===== src/rtl/game_reset_sequencer_pkg.sv =====
// Shared Games package: game-code enum, default sequencer timing and the
// state encoding used by the reset sequencer.
package game_reset_sequencer_pkg;

  typedef enum logic [3:0] {
    GAME_PONG     = 4'd0,
    GAME_BREAKOUT = 4'd1,
    GAME_INVADERS = 4'd2,
    GAME_ASTEROID = 4'd3,
    GAME_PACMAN   = 4'd4,
    GAME_TETRIS   = 4'd5,
    GAME_SNAKE    = 4'd6,
    GAME_FROGGER  = 4'd7,
    GAME_DIAG     = 4'd15
  } game_code_e;

  // 10 ms of stability at 50 MHz before an input is believed.
  localparam int unsigned DEF_DEBOUNCE_CYCLES = 500000;
  localparam int unsigned DEF_SETUP_CYCLES    = 16;
  localparam int unsigned DEF_PULSE_CYCLES    = 1024;

  localparam logic [1:0] ST_INIT  = 2'd0;
  localparam logic [1:0] ST_SETUP = 2'd1;
  localparam logic [1:0] ST_HOLD  = 2'd2;
  localparam logic [1:0] ST_RUN   = 2'd3;

  function automatic int unsigned max_u(input int unsigned a, input int unsigned b);
    return (a > b) ? a : b;
  endfunction

endpackage


===== src/rtl/game_reset_sequencer_debouncer.sv =====
// Two-flop synchroniser followed by a saturating stability counter; the
// stable value only moves after CYCLES consecutive matching samples.
module game_reset_sequencer_debouncer #(
  parameter int unsigned          WIDTH   = 4,
  parameter int unsigned          CYCLES  = 8,
  parameter logic [WIDTH-1:0]     RST_VAL = '0
) (
  input  logic             clk_i,
  input  logic             rst_ni,
  input  logic [WIDTH-1:0] raw_i,
  output logic [WIDTH-1:0] stable_o,
  output logic             valid_o
);

  localparam int unsigned     CNT_W    = (CYCLES > 1) ? $clog2(CYCLES) : 1;
  localparam logic [CNT_W-1:0] CNT_LAST = CNT_W'(CYCLES - 1);

  logic [WIDTH-1:0] sync1_q, sync2_q;
  logic [WIDTH-1:0] cand_q, cand_d;
  logic [WIDTH-1:0] stable_q, stable_d;
  logic [CNT_W-1:0] cnt_q, cnt_d;
  logic             valid_q, valid_d;

  always_ff @(posedge clk_i or negedge rst_ni) begin
    if (!rst_ni) begin
      sync1_q <= RST_VAL;
      sync2_q <= RST_VAL;
    end else begin
      sync1_q <= raw_i;
      sync2_q <= sync1_q;
    end
  end

  // The counter parks at CNT_LAST so a long-held value never wraps around.
  always_comb begin
    cand_d   = cand_q;
    cnt_d    = cnt_q;
    stable_d = stable_q;
    valid_d  = valid_q;
    if (sync2_q != cand_q) begin
      cand_d = sync2_q;
      cnt_d  = '0;
    end else if (cnt_q == CNT_LAST) begin
      stable_d = cand_q;
      valid_d  = 1'b1;
    end else begin
      cnt_d = cnt_q + CNT_W'(1);
    end
  end

  always_ff @(posedge clk_i or negedge rst_ni) begin
    if (!rst_ni) begin
      cand_q   <= RST_VAL;
      cnt_q    <= '0;
      stable_q <= RST_VAL;
      valid_q  <= 1'b0;
    end else begin
      cand_q   <= cand_d;
      cnt_q    <= cnt_d;
      stable_q <= stable_d;
      valid_q  <= valid_d;
    end
  end

  assign stable_o = stable_q;
  assign valid_o  = valid_q;

endmodule


===== src/rtl/game_reset_sequencer.sv =====
// Presents a debounced game code and wraps every code change or user reset
// in a setup/pulse sequence on sys_rst_n so the selector latches cleanly.
module game_reset_sequencer
  import game_reset_sequencer_pkg::*;
#(
  parameter int unsigned DEBOUNCE_CYCLES = DEF_DEBOUNCE_CYCLES,
  parameter int unsigned SETUP_CYCLES    = DEF_SETUP_CYCLES,
  parameter int unsigned PULSE_CYCLES    = DEF_PULSE_CYCLES
) (
  input  logic       clk,
  input  logic       rst_n,
  input  logic [3:0] sw_raw,
  input  logic       btn_reset_n,
  output logic [3:0] sw_out,
  output logic       sys_rst_n,
  output logic       busy,
  output logic       seq_done
);

  localparam int unsigned      SEQ_W      = $clog2(max_u(SETUP_CYCLES, PULSE_CYCLES) + 1);
  localparam logic [SEQ_W-1:0] SETUP_LAST = SEQ_W'(SETUP_CYCLES - 1);
  localparam logic [SEQ_W-1:0] PULSE_LAST = SEQ_W'(PULSE_CYCLES - 1);

  logic [3:0] sw_stable;
  logic       sw_vld;
  logic       btn_stable;
  logic       btn_vld;
  logic       btn_prev_q;
  logic       btn_fall;

  logic [1:0]       state_q, state_d;
  logic [3:0]       sw_out_q, sw_out_d;
  logic             sys_rst_n_q, sys_rst_n_d;
  logic             busy_q, busy_d;
  logic             seq_done_q, seq_done_d;
  logic [SEQ_W-1:0] seq_cnt_q, seq_cnt_d;

  game_reset_sequencer_debouncer #(
    .WIDTH   (4),
    .CYCLES  (DEBOUNCE_CYCLES),
    .RST_VAL (4'b0000)
  ) u_sw_db (
    .clk_i    (clk),
    .rst_ni   (rst_n),
    .raw_i    (sw_raw),
    .stable_o (sw_stable),
    .valid_o  (sw_vld)
  );

  // Button idles high, so its whole chain resets to "released".
  game_reset_sequencer_debouncer #(
    .WIDTH   (1),
    .CYCLES  (DEBOUNCE_CYCLES),
    .RST_VAL (1'b1)
  ) u_btn_db (
    .clk_i    (clk),
    .rst_ni   (rst_n),
    .raw_i    (btn_reset_n),
    .stable_o (btn_stable),
    .valid_o  (btn_vld)
  );

  assign btn_fall = btn_vld & btn_prev_q & ~btn_stable;

  always_comb begin
    state_d     = state_q;
    sw_out_d    = sw_out_q;
    sys_rst_n_d = sys_rst_n_q;
    seq_done_d  = 1'b0;
    seq_cnt_d   = seq_cnt_q;
    case (state_q)
      ST_INIT: begin
        sys_rst_n_d = 1'b0;
        seq_cnt_d   = '0;
        if (sw_vld) begin
          sw_out_d    = sw_stable;
          sys_rst_n_d = 1'b1;
          state_d     = ST_SETUP;
        end
      end
      ST_SETUP: begin
        if (seq_cnt_q == SETUP_LAST) begin
          sys_rst_n_d = 1'b0;
          seq_cnt_d   = '0;
          state_d     = ST_HOLD;
        end else begin
          seq_cnt_d = seq_cnt_q + SEQ_W'(1);
        end
      end
      ST_HOLD: begin
        if (seq_cnt_q == PULSE_LAST) begin
          sys_rst_n_d = 1'b1;
          seq_done_d  = 1'b1;
          seq_cnt_d   = '0;
          state_d     = ST_RUN;
        end else begin
          seq_cnt_d = seq_cnt_q + SEQ_W'(1);
        end
      end
      ST_RUN: begin
        // A switch change wins over a simultaneous press; both start one sequence.
        sys_rst_n_d = 1'b1;
        seq_cnt_d   = '0;
        if (sw_stable != sw_out_q) begin
          sw_out_d = sw_stable;
          state_d  = ST_SETUP;
        end else if (btn_fall) begin
          state_d = ST_SETUP;
        end
      end
      default: begin
        sys_rst_n_d = 1'b0;
        seq_cnt_d   = '0;
        state_d     = ST_INIT;
      end
    endcase
    busy_d = (state_d != ST_RUN);
  end

  always_ff @(posedge clk or negedge rst_n) begin
    if (!rst_n) begin
      state_q     <= ST_INIT;
      sw_out_q    <= 4'b0000;
      sys_rst_n_q <= 1'b0;
      busy_q      <= 1'b1;
      seq_done_q  <= 1'b0;
      seq_cnt_q   <= '0;
      btn_prev_q  <= 1'b1;
    end else begin
      state_q     <= state_d;
      sw_out_q    <= sw_out_d;
      sys_rst_n_q <= sys_rst_n_d;
      busy_q      <= busy_d;
      seq_done_q  <= seq_done_d;
      seq_cnt_q   <= seq_cnt_d;
      btn_prev_q  <= btn_stable;
    end
  end

  assign sw_out    = sw_out_q;
  assign sys_rst_n = sys_rst_n_q;
  assign busy      = busy_q;
  assign seq_done  = seq_done_q;

endmodule


===== config.mk =====
export PLATFORM = sky130hd
export DESIGN_NAME = game_reset_sequencer
export DESIGN_NICKNAME = d
export VERILOG_FILES = /design/src/rtl/game_reset_sequencer_pkg.sv /design/src/rtl/game_reset_sequencer_debouncer.sv /design/src/rtl/game_reset_sequencer.sv
export SDC_FILE = /design/constraint.sdc
export NUM_CORES = 1
export LEC_CHECK = 0
export ABC_CLOCK_PERIOD_IN_PS = 2100
export BUFFER_PORTS_ARGS = -buffer_cell sky130_fd_sc_hd__buf_2
export CORE_ASPECT_RATIO = 0.8
export CORE_UTILIZATION = 60
export CTS_CLUSTER_SIZE = 40
export DETAILED_ROUTE_END_ITERATION = 7
export HOLD_SLACK_MARGIN = 0.12
export PLACE_DENSITY_LB_ADDON = 0.12
export SYNTH_ARGS = -nofsm -noshare
export SYNTH_HDL_FRONTEND = slang
export SYNTH_SLANG_ARGS = --single-unit
export TNS_END_PERCENT = 5

===== constraint.sdc =====
create_clock -name clk -period 2.1 [get_ports clk]
set_input_delay 0.42 -clock clk [delete_from_list [all_inputs] [get_ports clk]]
set_output_delay 0.42 -clock clk [all_outputs]
set_load 0.005 [all_outputs]

==> impl_metrics.csv, run 1 <==
group,metric,value,unit
synthesis,postSynthCellCount,339,
setup_path,worstPathRequired,2.33,ns
setup_path,path_cells,"ha_1 > inv_1 > nor2_1 > nand4_1 > nor2_4 > mux2_1",
clock_tree,insertion_delay,0.35,ns
setup_path,end_kind,"flop",
clock_tree,numCtsBuffers,9,
synthesis,ys_top_cells_by_count,"dfrtp_1 (75), nor2_1 (57), xor2_1 (27), nand2_1 (22), xnor2_1 (21)",
synthesis,ys_types,50,
sta,rsz0062_at_grt,"false",
sta,max_freq,517,MHz
synthesis,avgSynthCellArea,10.8,µm²
floorplanning,fp.dieH,71.8,µm
run,drv_cap,0,
sta,finalCritPeriodShare,92.1,%
clock_tree,clockBufferDepth,2,
synthesis,synth_area_leaders,"dfrtp_1 (51%), xor2_1 (6.5%), nor2_1 (5.9%), xnor2_1 (5.0%), dfstp_2 (4.3%)",
sta,setup_violations,0,
global_route,grt_start_max_net_pins,51,
synthesis,ys_ff_latch,81,
floorplanning,io_pins,14,
clock_tree,cts_setup_buffers,0,
run_status,status,"completed",
global_route,grt_pass1_wl,10100,µm
drt,drt_wl_total,5890,µm
synthesis,synthFlopType,"dfrtp_1",
place,dp_slack,0.131,ns
setup_path,critPathKind,"flop to flop",
place,dp_hpwl,3980,µm
sta,fin_setup_tns,0,ns
global_route,antenna_found_initial,0,
sta,fin_skew,0.00951,ns
drt,drt_iter0_drc,116,
floorplanning,num_rows,25,
drt,ant_nets,0,
drt,drcViolationCount,0,
setup_path,crit_arrival,2.17,ns
global_route,gr-total-overflow,0,
clock_tree,clk_pin_slew,0.08,ns
sta,worst_pin_slew,0.452,ns
drt,wl_per_cell,13.3,µm
pwr,cellPowerDensity,708,nW/µm²
pwr,power,2.85,mW
sta,maxSlewHeadroom,69.6,%
setup_path,critPathMaxStageDelay,0.41,ns
layout,antenna_cells,0,
drt,vias,2412,
place,portBuffers,13,
synthesis,synth.largest_area_cell,"dfrtp_1",
clock_tree,cts.htree.levels,3,
floorplanning,die_area,6400,µm²
hold_path,hold_path_class,"input port to flop",
setup_path,slowest_stage,"dfrtp_1",
pwr,p_leak,1.73,nW
pwr,ir_worst_vdd,0.468,mV
layout,drive_above_1_share,14.7,%
synthesis,yosysWarnings,0,
global_route,grt_pass1_vias,2213,
place,place_congestion,0.838,
floorplanning,die_x,89.2,µm
synthesis,mappedNetlistNets,349,
sta,hold_viol_final,0,
drt,drt_first_pass_iters,5,
setup_path,path_max_fanout,5,
floorplanning,core,5880,µm²
sta,min_period,1.93,ns
synthesis,synthDominantCellAreaShare,51.4,%
synthesis,yosysSeqAreaShare,55.7,%
clock_tree,root_buffer,"clkbuf_8",
layout,nets,365,
clock_tree,cts_sinks,81,
synthesis,async_reset_ff_share,100,%
floorplanning,initial_core_util,62.1,%
setup_path,cp-start-kind,"flop",
layout,syn2layout_area_growth,10.0,%
drt,vias_per_cell,5.47,
sta,slew_viol_final,0,
synthesis,synth_most_common_cell,"dfrtp_1",
global_route,grt_use_total,21.0,%
sta,fin_ws,0.166,ns
clock_tree,cts_tree,"built",
synthesis,synth-edff-count,0,
synthesis,syn_area,3650,µm²
## cell families (layout without fill, tap and decap cells)
family          Yosys count  count (layout)  synth area share, %
mux                      10              10                 3.01
compound gates           26              26                 4.32
buf+inv                  19              40                 2.30
xor+xnor                 48              48                 11.5
flops                    81              81                 55.7
simple gates            152             152                 22.1
fa+ha+maj                 3               3                 1.03
## timing repair
action,in CTS,in global routing
gates resized for setup,0,1
hold buffers,1,0
endpoints found under the hold margin,30,0
setup endpoints to repair,0,4
## per-layer routing
layer | GRT usage [%] | part of all wire [%]
met1 | 29.9 | 52
met2 | 30.7 | 43
met3 | 7.26 | 3.4
met4 | 5.82 | 1.0
met5 | 0 | 0
## worst max-delay path: cells and delay by family, from the launching register on
kind          cells  cell delay, ns
fa+ha+maj         1            0.25
buf+inv           1            0.06
flops             1            0.41
mux               1            0.34
simple gates      3            0.77
## flip-flops by register name, indices dropped and copies added (netlist names), 2 cells and up
signal,cells
u_sw_db.sync2_q,4
state_q,2
sw_out,4
u_sw_db.cnt_q,19
u_btn_db.cnt_q,19
u_sw_db.sync1_q,4
seq_cnt_q,11
u_sw_db.stable_o,4
u_sw_db.cand_q,4
## power breakdown
part,switching (mW),leakage [nW],internal (mW)
logic,0.0629,0.554,0.0324
registers,0.0222,1.08,1.59
clock network,0.585,0.0938,0.559
## through the flow
step	utilization, %	hold slack [ns]	cell area [µm²]	cells
finish	68.3	0.160	4020	441
global route	68.3	0.140	4020	441
CTS	68.3	0.136	4010	441
detailed placement	64.7	0.335	3800	424
global placement	64.7	0.332	3800	424
floorplan	-	0.124	3650	339
## cell type report
type / instances / area (µm²)
multi-input combinational: 239 / 1540
fill: 480 / 1860
clock inverter: 7 / 77.6
sequential: 81 / 2030
clock buffer: 9 / 124
timing repair buffer: 18 / 120
tap: 81 / 101
inverter: 6 / 22.5
## worst paths after layout
kind / cells past startpoint / from / slack [ns] / endpoint
max: 6 / u_sw_db.cnt_q[0]$_DFFE_PN0N_ / 0.17 / u_sw_db.stable_o[2]$_DFFE_PN0P_
min: 1 / btn_reset_n / 0.16 / u_btn_db.sync1_q$_DFF_PN1_
max reg2reg: 6 / u_sw_db.cnt_q[0]$_DFFE_PN0N_ / 0.17 / u_sw_db.stable_o[2]$_DFFE_PN0P_
min reg2reg: 0 / u_sw_db.sync1_q[3]$_DFF_PN0_ / 0.35 / u_sw_db.sync2_q[3]$_DFF_PN0_
max in group asynchronous: 3 / rst_n / 0.92 / u_btn_db.sync1_q$_DFF_PN1_
min in group asynchronous: 2 / rst_n / 0.52 / seq_cnt_q[8]$_DFF_PN0_
## layout by cell type (no fill, tap or decap), types with 6 or more instances in the layout
master,Yosys,routed
dfrtp_1,75,75
nor2_1,57,57
xor2_1,27,27
nand2_1,22,22
xnor2_1,21,21
nand4_1,15,15
nand3_1,14,14
buf_2,1,12
o21ai_0,9,9
clkbuf_8,0,9
and3_1,6,6
nor4_1,6,6
inv_1,6,6
a31oi_1,6,6
dfstp_2,6,6
Power figures use the tool's default switching activity.
==> run 2: changes to the inputs <==
Settings changed: ABC_AREA from default to 1.
==> run 2 against run 1 <==
  * Wire length grew 32%
  * Sequential cell count is the same
  * Design area grew 13%
  * Largest cell class unchanged
  * Critical path depth grew 2
  * Critical path type unchanged
  * Sequential power is essentially flat
==> impl_metrics.csv, run 2 <==
group,metric,value,unit
run_status,status,"completed",
synthesis,synth.largest_area_cell,"dfrtp_1",
floorplanning,core,6510,µm²
pwr,seqPwrFrac,55.3,%
sta,maxSlewHeadroom,67.3,%
synthesis,async_reset_ff_share,100,%
sta,worst_pin_slew,0.490,ns
place,portBuffers,13,
setup_path,path_max_fanout,7,
sta,max_freq,585,MHz
global_route,grt_start_max_net_pins,42,
place,dp_hpwl,5770,µm
setup_path,worstPathRequired,2.35,ns
drt,vias_per_cell,5.07,
setup_path,slowest_stage,"dfrtp_1",
drt,drt_wl_total,7770,µm
floorplanning,die_area,7220,µm²
setup_path,path_common_cell,"nand2_1",
floorplanning,initial_core_util,63.5,%
clock_tree,insertion_delay,0.35,ns
synthesis,postSynthCellCount,547,
synthesis,synth_most_common_cell,"nand2_1",
clock_tree,cts_setup_buffers,0,
setup_path,crit_arrival,1.96,ns
synthesis,synth_area_leaders,"dfrtp_1 (45%), nand2_1 (15%), nor2_1 (10%), inv_1 (5.3%), nand3_1 (4.7%)",
layout,drive_above_1_share,11.1,%
sta,hold_viol_final,0,
synthesis,mappedNetlistNets,557,
sta,finalCritPeriodShare,81.4,%
synthesis,yosysWarnings,0,
synthesis,yosysSeqAreaShare,49.2,%
setup_path,critPathMaxStageDelay,0.47,ns
layout,largestRegisters,"u_btn_db.cnt_q: 19 flops, u_sw_db.cnt_q: 19 flops, seq_cnt_q: 11 flops",
pwr,ir_worst_vdd,0.359,mV
layout,antenna_cells,0,
layout,final_common_cell,"nand2_1",
sta,fin_setup_tns,0,ns
drt,drcViolationCount,0,
global_route,grt_pass1_wl,13800,µm
synthesis,syn_area,4130,µm²
clock_tree,numCtsBuffers,9,
synthesis,synthDominantCellAreaShare,45.4,%
pwr,cellPowerDensity,640,nW/µm²
synthesis,avgSynthCellArea,7.55,µm²
global_route,antenna_found_initial,0,
clock_tree,clockBufferDepth,2,
place,dp_slack,0.417,ns
layout,layout_common_cells,"nand2_1 (169), nor2_1 (110), dfrtp_1 (75), inv_1 (58), nand3_1 (39)",
layout,num-fill-cells,531,
drt,drt_first_pass_iters,4,
global_route,grt_use_total,24.4,%
setup_path,end_kind,"flop",
global_route,gr-total-overflow,0,
setup_path,critPathKind,"flop to flop",
synthesis,synth-edff-count,0,
setup_path,path_cells,"ha_1 > nand3_2 > inv_1 > nand3_1 > nor2_2 > nand2_2 > nand2_1 > nand2_1",
layout,nets,579,
clock_tree,cts.htree.levels,3,
sta,slew_viol_final,0,
floorplanning,fp.dieH,76.2,µm
sta,fin_skew,0.00749,ns
setup_path,cp-start-kind,"flop",
synthesis,ys_ff_latch,81,
setup_path,critPathTopFamily,"simple AND/OR/NAND/NOR gates",
pwr,power_switching_share,23.8,%
pwr,p_int,2.20,mW
pwr,power,2.89,mW
synthesis,ys_top_cells_by_count,"nand2_1 (169), nor2_1 (110), dfrtp_1 (75), inv_1 (58), nand3_1 (39)",
floorplanning,num_rows,26,
drt,drt_iter0_drc,226,
pwr,power_frac_comb,3.2,%
clock_tree,cts_sinks,81,
place,place_congestion,0.911,
synthesis,ys_types,29,
sta,setup_violations,0,
clock_tree,cts_tree,"built",
sta,rsz0062_at_grt,"false",
hold_path,hold_path_class,"input port to flop",
pwr,p_sw,689,µW
drt,vias,3337,
pwr,clock_power_share,41.5,%
floorplanning,die_x,94.8,µm
run,drv_cap,0,
clock_tree,clk_pin_slew,0.09,ns
setup_path,worstPathBufferInverterCount,1,
layout,syn2layout_area_growth,9.51,%
drt,wl_per_cell,11.8,µm
clock_tree,root_buffer,"clkbuf_8",
sta,fin_ws,0.390,ns
sta,min_period,1.71,ns
drt,ant_nets,0,
pwr,p_leak,2.08,nW
synthesis,synthFlopType,"dfrtp_1",
floorplanning,io_pins,14,
setup_path,regToRegSetupSlack,0.39,ns
global_route,grt_pass1_vias,3110,
## run 2: cell type report
class	instances	area [µm²]	share of cell area (%)
Multi-Input combinational cell	398	1830	40.5
Inverter	60	225	4.98
Clock buffer	10	138	3.04
Timing Repair Buffer	19	115	2.54
Sequential cell	81	2030	45.0
Clock inverter	6	73.8	1.63
Tap cell	84	105	2.32
## run 2: logic make-up after synthesis
kind of cell	count (synthesis)	share of synthesized area, %
simple gates	355	36.6
flops	81	49.2
compound gates	20	2.63
xor+xnor	20	4.24
fa+ha+maj	3	0.909
buf+inv	68	6.39
## run 2: worst paths after layout
path | depth (start not counted) | to | start
min in group asynchronous | 2 | u_sw_db.sync1_q[2]$_DFF_PN0_ | rst_n
worst min-delay path | 1 | u_btn_db.sync1_q$_DFF_PN1_ | btn_reset_n
worst min register to register | 0 | u_sw_db.sync2_q[0]$_DFF_PN0_ | u_sw_db.sync1_q[0]$_DFF_PN0_
worst max register to register | 8 | u_sw_db.stable_o[1]$_DFFE_PN0P_ | u_sw_db.cnt_q[0]$_DFFE_PN0N_
worst max-delay path | 8 | u_sw_db.stable_o[1]$_DFFE_PN0P_ | u_sw_db.cnt_q[0]$_DFFE_PN0N_
max in group asynchronous | 3 | busy$_DFF_PN1_ | rst_n
## run 2: metrics by stage
step	cells	util (%)	hold WS, ns	area, µm²
after floorplan	547	-	0.124	4130
after global placement	641	66.1	0.332	4300
after detailed placement	641	66.1	0.335	4300
after CTS	658	69.5	0.146	4520
after global routing	658	69.5	0.132	4520
final	658	69.5	0.162	4520
## run 2: metal layers
metal / GRT usage (%) / vias to the layer above / share of wire, %
li1: - / 1722 / -
met1: 36.1 / 1528 / 50
met2: 35.4 / 83 / 44
met3: 7.39 / 4 / 5.4
met4: 5.45 / 0 / 0.64
met5: 0 / - / 0
## run 2: timing repair
action,4_1_cts,5_1_grt
endpoints found under the hold margin,33,0
gates resized for setup,0,0
hold buffers,1,0
## run 2: power groups by stage
stage | Clock [mW] | Sequential, mW | Combinational, mW
floorplan | 0 | 1.63 | 0.0455
global placement | 0 | 1.63 | 0.0928
detailed placement | 0 | 1.63 | 0.0955
CTS | 1.24 | 1.60 | 0.0969
global route | 1.30 | 1.60 | 0.109
finish | 1.20 | 1.60 | 0.0932
==> run 3: changes to the inputs <==
Settings changed: ABC_CLOCK_PERIOD_IN_PS 2100 to 1600.
Clock period 2.1 ns to 1.6 ns, I/O delays scaled along.
==> run 3 against run 2 <==
  * Cell count grew 1.8%
  * Clock power increased by 25%
  * Utilization up 1.7 points
  * Largest power group unchanged
  * Highest routed layer unchanged
==> impl_metrics.csv, run 3 (synthesis gave the netlist of run 2 again) <==
group,metric,value,unit
sta,min_period,1.50,ns
global_route,gr-total-overflow,0,
floorplanning,die_x,94.8,µm
layout,regArea,2030,µm²
drt,drt_first_pass_iters,5,
drt,drt_wl_total,8030,µm
setup_path,end_kind,"flop",
setup_path,critPathMaxStageDelay,0.38,ns
clock_tree,cts_tree,"built",
pwr,cellPowerDensity,807,nW/µm²
floorplanning,num_rows,26,
place,dp_hpwl,5910,µm
pwr,ir_worst_vdd,0.613,mV
place,place_congestion,0.876,
floorplanning,core,6510,µm²
clock_tree,root_buffer,"clkbuf_8",
setup_path,slowest_stage,"dfrtp_1",
layout,largestRegisters,"u_btn_db.cnt_q: 19 flops, u_sw_db.cnt_q: 19 flops, seq_cnt_q: 11 flops",
pwr,power,3.74,mW
clock_tree,numCtsBuffers,9,
pwr,seqPwrFrac,56.0,%
layout,final_common_cell,"nand2_1",
floorplanning,initial_core_util,63.5,%
layout,num-fill-cells,505,
pwr,clock_power_share,40.0,%
global_route,antenna_found_initial,0,
run_status,status,"completed",
layout,nets,591,
global_route,grt_use_total,24.9,%
sta,setup_violations,0,
clock_tree,insertion_delay,0.36,ns
hold_path,hold_path_class,"flop to flop",
global_route,use_met1,34.0,%
layout,drive_above_1_share,13.0,%
global_route,grt_start_max_net_pins,40,
setup_path,critPathKind,"flop to flop",
setup_path,critPathTopFamily,"simple AND/OR/NAND/NOR gates",
sta,maxSlewHeadroom,69.8,%
layout,multiInputGateArea,1840,µm²
setup_path,cp-start-kind,"flop",
clock_tree,cts.htree.levels,3,
layout,syn2layout_area_growth,12.2,%
pwr,p_sw,885,µW
sta,fin_skew,0.0123,ns
setup_path,worstPathRequired,1.85,ns
drt,ant_nets,0,
floorplanning,io_pins,14,
global_route,gr-usage-met2,39.5,%
pwr,power_switching_share,23.7,%
place,portBuffers,13,
sta,finalCritPeriodShare,93.5,%
clock_tree,cts_sinks,81,
floorplanning,fp.dieH,76.2,µm
sta,worst_pin_slew,0.451,ns
sta,rsz0062_at_grt,"false",
drt,wl_per_cell,12.0,µm
setup_path,path_max_fanout,5,
sta,max_freq,669,MHz
layout,layout_common_cells,"nand2_1 (168), nor2_1 (108), dfrtp_1 (75), inv_1 (56), nand3_1 (39)",
floorplanning,die_area,7220,µm²
global_route,grt_pass1_wl,14200,µm
pwr,p_int,2.86,mW
pwr,power_frac_comb,4.0,%
drt,vias,3510,
setup_path,crit_arrival,1.75,ns
global_route,grt_pass1_vias,3339,
drt,drcViolationCount,0,
drt,drt_iter0_drc,224,
setup_path,worstPathBufferInverterCount,0,
sta,slew_viol_final,0,
sta,fin_setup_tns,0,ns
layout,antenna_cells,0,
drt,vias_per_cell,5.24,
clock_tree,clk_pin_slew,0.08,ns
run,drv_cap,0,
clock_tree,clockBufferDepth,2,
sta,hold_viol_final,0,
global_route,busiest_layer,"met2",
global_route,use_met3,6.49,%
setup_path,path_cells,"ha_1 > nand2_2 > nor2_4 > nand3_2 > nor2_4 > nand2_1 > nand3_1 > nand2_1",
pwr,p_leak,2.12,nW
[run 3: per-stage QoR]
step                instances  hold slack (ns)  area, µm²  setup slack [ns]  util, %
floorplan                 547           0.0244       4130             0.131        -
global placement          646            0.209       4350             0.105     66.9
detailed placement        646            0.210       4350            0.0372     66.9
CTS                       668            0.352       4610            0.0238     70.8
global route              670            0.362       4640           0.00820     71.3
finish                    670            0.348       4640             0.105     71.3
[run 3: timing repair]
item	CTS	global route
resized for setup	0	7
endpoints found under the hold margin	25	0
hold buffers	6	0
setup endpoints to repair	0	24
setup buffers	0	1
[run 3: layout make-up]
type                       count  area share [%]
clock buffer                  10            2.75
clock inverter                 6            1.43
inverter                      60            4.99
multi-input combinational    398            39.8
sequential                    81            43.9
tap                           84            2.27
timing repair buffer          30            4.80
timing repair inverter         1           0.108
[run 3: path summary, 6_finish.rpt]
path | startpoint | end | slack [ns] | cells past startpoint
hold / removal | u_sw_db.sync1_q[0]$_DFF_PN0_ | u_sw_db.sync2_q[0]$_DFF_PN0_ | 0.35 | 0
max in group asynchronous | rst_n | u_btn_db.sync1_q$_DFF_PN1_ | 0.70 | 3
hold reg to reg | u_sw_db.sync1_q[0]$_DFF_PN0_ | u_sw_db.sync2_q[0]$_DFF_PN0_ | 0.35 | 0
setup reg to reg | u_btn_db.cnt_q[1]$_DFFE_PN0N_ | u_btn_db.cnt_q[0]$_DFFE_PN0N_ | 0.10 | 8
setup / recovery | u_btn_db.cnt_q[1]$_DFFE_PN0N_ | u_btn_db.cnt_q[0]$_DFFE_PN0N_ | 0.10 | 8
min in group asynchronous | rst_n | seq_cnt_q[6]$_DFF_PN0_ | 0.36 | 2
[run 3: power groups by stage]
stage / clock network (mW) / logic (mW) / registers, mW
floorplan: 0 / 0.0598 / 2.13
global placement: 0 / 0.131 / 2.13
detailed placement: 0 / 0.134 / 2.13
CTS: 1.52 / 0.146 / 2.09
global route: 1.60 / 0.173 / 2.10
finish: 1.50 / 0.151 / 2.09
[run 3: layer usage]
metal,vias to the layer above,routed length (µm)
li1,1762,-
met1,1655,3830
met2,85,3680
met3,8,431
met4,0,85
met5,-,0
